`src/rtl/uart_tx_parity.sv`:
```
// UART transmitter: start / DATA_WIDTH data bits (LSB first) / optional odd parity / stop.
// Bit timing comes from an internal divider of CLKS_PER_BIT clocks per serial bit.
module uart_tx_parity #(
  parameter int DATA_WIDTH   = 8,
  parameter int CLKS_PER_BIT = 16,
  parameter int PARITY_EN    = 1
) (
  input  logic                  clk,
  input  logic                  rst,
  input  logic                  tx_start,
  input  logic [DATA_WIDTH-1:0] tx_data,
  output logic                  tx_out,
  output logic                  tx_busy,
  output logic                  tx_done,
  output logic                  parity_out
);
  localparam int CNT_W = (CLKS_PER_BIT > 1) ? $clog2(CLKS_PER_BIT) : 1;
  localparam int IDX_W = (DATA_WIDTH > 1) ? $clog2(DATA_WIDTH) : 1;
  localparam logic [CNT_W-1:0] CNT_LAST = CNT_W'(CLKS_PER_BIT - 1);
  localparam logic [IDX_W-1:0] IDX_LAST = IDX_W'(DATA_WIDTH - 1);

  typedef enum logic [2:0] {S_IDLE, S_START, S_DATA, S_PARITY, S_STOP} state_t;

  state_t                state;
  logic [CNT_W-1:0]      baud_cnt;
  logic [IDX_W-1:0]      bit_idx;
  logic [IDX_W-1:0]      idx_nxt;
  logic [DATA_WIDTH-1:0] data_q;
  logic                  baud_last;

  assign baud_last = (baud_cnt == CNT_LAST);
  assign idx_nxt   = bit_idx + 1'b1;

  // Every output is loaded one edge ahead of the state it belongs to, so the
  // line level is always a flop and changes exactly on bit boundaries.
  always_ff @(posedge clk) begin
    if (rst) begin
      state      <= S_IDLE;
      baud_cnt   <= '0;
      bit_idx    <= '0;
      data_q     <= '0;
      tx_out     <= 1'b1;
      tx_busy    <= 1'b0;
      tx_done    <= 1'b0;
      parity_out <= 1'b0;
    end else begin
      tx_done <= 1'b0;
      if (state == S_IDLE) begin
        baud_cnt <= '0;
        tx_out   <= 1'b1;
        if (tx_start) begin
          data_q     <= tx_data;
          parity_out <= ~^tx_data;
          state      <= S_START;
          tx_out     <= 1'b0;
          tx_busy    <= 1'b1;
        end
      end else begin
        baud_cnt <= baud_last ? '0 : baud_cnt + 1'b1;
        if (baud_last) begin
          case (state)
            S_START: begin
              state   <= S_DATA;
              bit_idx <= '0;
              tx_out  <= data_q[0];
            end
            S_DATA: begin
              if (bit_idx == IDX_LAST) begin
                if (PARITY_EN != 0) begin
                  state  <= S_PARITY;
                  tx_out <= parity_out;
                end else begin
                  state  <= S_STOP;
                  tx_out <= 1'b1;
                end
              end else begin
                bit_idx <= idx_nxt;
                tx_out  <= data_q[idx_nxt];
              end
            end
            S_PARITY: begin
              state  <= S_STOP;
              tx_out <= 1'b1;
            end
            S_STOP: begin
              state   <= S_IDLE;
              tx_busy <= 1'b0;
              tx_done <= 1'b1;
            end
            default: begin
              state  <= S_IDLE;
              tx_out <= 1'b1;
            end
          endcase
        end
      end
    end
  end
endmodule

```
`config.mk`:
```
export PLATFORM = sky130hd
export DESIGN_NAME = uart_tx_parity
export DESIGN_NICKNAME = d
export VERILOG_FILES = /design/src/rtl/uart_tx_parity.sv
export SDC_FILE = /design/constraint.sdc
export NUM_CORES = 1
export LEC_CHECK = 0
export BUFFER_PORTS_ARGS = -buffer_cell sky130_fd_sc_hd__buf_2
export CAP_MARGIN = 20
export CORE_UTILIZATION = 30
export CTS_BUF_LIST = sky130_fd_sc_hd__clkbuf_16
export DETAILED_ROUTE_END_ITERATION = 7
export MAX_ROUTING_LAYER = met4
export PLACE_DENSITY = 0.48
export SLEW_MARGIN = 20
export SYNTH_ARGS = -nofsm -noshare
export SYNTH_HDL_FRONTEND = slang
export SYNTH_SLANG_ARGS = --single-unit
export TNS_END_PERCENT = 1
```
`constraint.sdc`:
```
create_clock -name clk -period 5.5 [get_ports clk]
set_clock_uncertainty 0.1 [all_clocks]
set_input_delay 0.825 -clock clk [delete_from_list [all_inputs] [get_ports clk]]
set_output_delay 0.825 -clock clk [all_outputs]
set_load 0.005 [all_outputs]
```
==> results.md <==
- Status: finished clean
- Diodes inserted: 0
- Endpoint class of the critical path: register
- CTS Buf Count: 3
- Switching portion of total power: 0.235
- CTS tree: done
- Hold Path Origin: baud_cnt[0]
- Worst Reg-to-Reg Cells: 6
- Part of the power in the clock network: 0.420
- Seq/Total Area, Yosys: 0.405
- Routed len/inst: 12.5 um
- Yosys top cell area share: 0.405
- Via-to-Cell Ratio: 4.95
- Die X: 62.2 um
- Post-synth cell types: 32
- NetSw: 87.1 uW
- ANT nets after route: 0
- Syn_area_per_cell: 8.37 um^2
- FF+latch count, synth: 22
- Setup TNS: 0 ps
- 1st-pass router iterations: 4
- Reg2reg start: bit_idx[0]
- Power per Cell Area: 294 nW/um^2
- Hold WC Path Type: register to register
- R2R setup slack: 3520 ps
- Routability Congestion: 0.809
- CTS Buffer Depth: 2
- Slew Limit Fails: 0
- Sequential share of power: 0.468
- Layout cells sized above 1: 0.149
- Most frequent cells in the layout: dfxtp_1, nand2_1, nor2_1
- WL final: 2330 um
- Clock root buffer: clkbuf_16
- CORE AREA: 3420 um^2
- Clock H-tree levels: 1
- CP Depth: 6
- Max Freq: 504 MHz
- Total congestion overflow: 0
- Combinational cell fraction of total power: 0.112
- Critical path's most frequent cell: ha_1
- Cts repair resizes: 0
- Post-CTS Hold Buffers: 0
- Worst Tran Pin Value: 485 ps
- Total Power: 371 uW
- Number of global-route vias before repair: 907
- Tmin final: 1980 ps
- Max-cap violation count: 0
- Critical setup path kind: register to register
- WHS Path Cells: 1
- Crit start category: register
- Yosys warnings: 0
- Arrival @ worst endpoint: 2010 ps
- Cell row count: 21
- Syn Inst Count: 130
- Leading area contributor after synthesis: dfxtp_1
- Top cells by area, synth: dfxtp_1, nand2_1, a21oi_1
- Crit path max-delay family: simple AND/OR/NAND/NOR gates
- Worst skew pair latency: 250 ps
- Synthesized cell area: 1090 um^2
- Worst path bufs/invs: 0
- Peak VDD IR: 0.125 mV
- Slowest-stage cell, CP: or3b_1
- I/O pins: 15
- Endpoints failing setup: 0
- Worst-path cell chain: ha_1 > ha_1 > or3b_1 > a211o_1 > mux2i_1 > nor2_1
- Initial Utilization: 0.319
- Port Buffers: 14
- RSZ-0062 raised after global routing: false
- Largest net degree at the start of global routing: 23
- Most common cell after layout, fill and taps aside: dfxtp_1
- Via Count: 925
- Iteration-0 DRC Markers: 16
- Fin crit share: 0.361
- Post-Syn Nets: 144
- DRC: 0
- Clock sinks: 22
- Worst-path clk slew: 60 ps
- First-pass GRT wire length: 4170 um
- WP data required: 5530 ps
- GRT Util Overall: 0.139
- Total setup buffers inserted after CTS: 0
- Critical path launch point: bit_idx[0]
- Fill cells: 381
- DP HPWL: 1650 um
- Final hold viol count: 0
- Area Growth Syn to Fin: 16.0%
- Initial antenna violation count: 0
- Worst slew margin: 0.676
- Final #Nets: 156
- Slowest stage delay, CP: 410 ps
- Lkg Pwr: 0.474 nW
- Die ar.: 3870 um^2
- Int Pwr: 284 uW
- Die height: 62.2 um
- CP max FO: 6
[metal layers]
layer	global-route usage	up-vias	routed length, um
met5	-	-	0
met4	0.0465	0	42
met3	0.0404	6	67
met2	0.212	13	1040
met1	0.175	439	1180
li1	-	467	-
[final cells by class]
cell class	instances	area, um^2	area share
multi-input cells	99	608	0.482
flip-flops and latches	22	440	0.349
clock buffers	3	75.1	0.0595
repair buffers	14	70.1	0.0555
well taps	46	57.6	0.0456
inverters	2	7.51	0.00595
clock inverters	1	3.75	0.00297
[power by group through the flow]
stage	Sequential [mW]	Clock (mW)	Combinational [mW]
2_1_floorplan	0.174	0	0.0305
5_1_grt	0.175	0.169	0.0466
3_3_place_gp	0.177	0	0.0415
4_1_cts	0.174	0.159	0.0424
3_5_place_dp	0.177	0	0.0420
6_report	0.174	0.156	0.0416
[cell usage after synthesis]
| cell type | count |
|---|---|
| xor2_1 | 2 |
| and3_1 | 1 |
| xnor2_1 | 7 |
| nand3b_2 | 1 |
| dfxtp_1 | 22 |
| inv_1 | 2 |
| ha_1 | 3 |
| nand2_1 | 19 |
| o22ai_1 | 1 |
| nand2b_1 | 3 |
| or3b_1 | 1 |
| nor4_4 | 1 |
| nor3b_1 | 3 |
| buf_2 | 4 |
| clkbuf_1 | 1 |
| mux2i_1 | 3 |
| o31ai_1 | 1 |
| buf_1 | 1 |
| a31oi_1 | 2 |
| nor3_1 | 4 |
| a21oi_1 | 13 |
| a22oi_1 | 4 |
| a2bb2oi_1 | 2 |
| nand3b_1 | 1 |
| nor2_1 | 16 |
| or3_1 | 1 |
| clkbuf_2 | 1 |
| a211o_1 | 1 |
| o21ai_0 | 1 |
| mux2_2 | 2 |
| nor2b_1 | 2 |
| nand3_1 | 4 |
[state kept, by name, indices dropped and copies added, names as in the netlist]
signal,flops
data_q,8
parity_out,1
bit_idx,3
tx_out,1
tx_done,1
state,3
baud_cnt,4
tx_busy,1
[through the flow]
step                instance area [um^2]  utilization  setup WS [ps]  instances  hold WS (ps)
finish                              1260        0.370           3520        187           353
global route                        1260        0.370           3430        187           370
CTS                                 1260        0.370           3540        187           358
detailed placement                  1180        0.347           3550        183           349
global placement                    1180        0.347           3650        183           330
floorplan                           1090            -           3710        130           318
[kinds of logic (layout without fill, tap and decap cells)]
family                     after synthesis  count (layout)  share of synthesized area
AOI/OAI and AO/OA                       25              25                      0.140
adders and majority gates                3               3                     0.0345
xor gates and xnor gates                 9               9                     0.0724
and+or+nand+nor                         57              57                      0.263
DFF                                     22              22                      0.405
muxes                                    5               5                     0.0483
buffers and inverters                    9              20                     0.0368
[path summary, 6_finish.rpt]
check / end
setup / recovery: bit_idx[0]
hold / removal: baud_cnt[0]
setup reg to reg: bit_idx[0]
hold reg to reg: baud_cnt[0]
(Power assumes the default switching activity.)
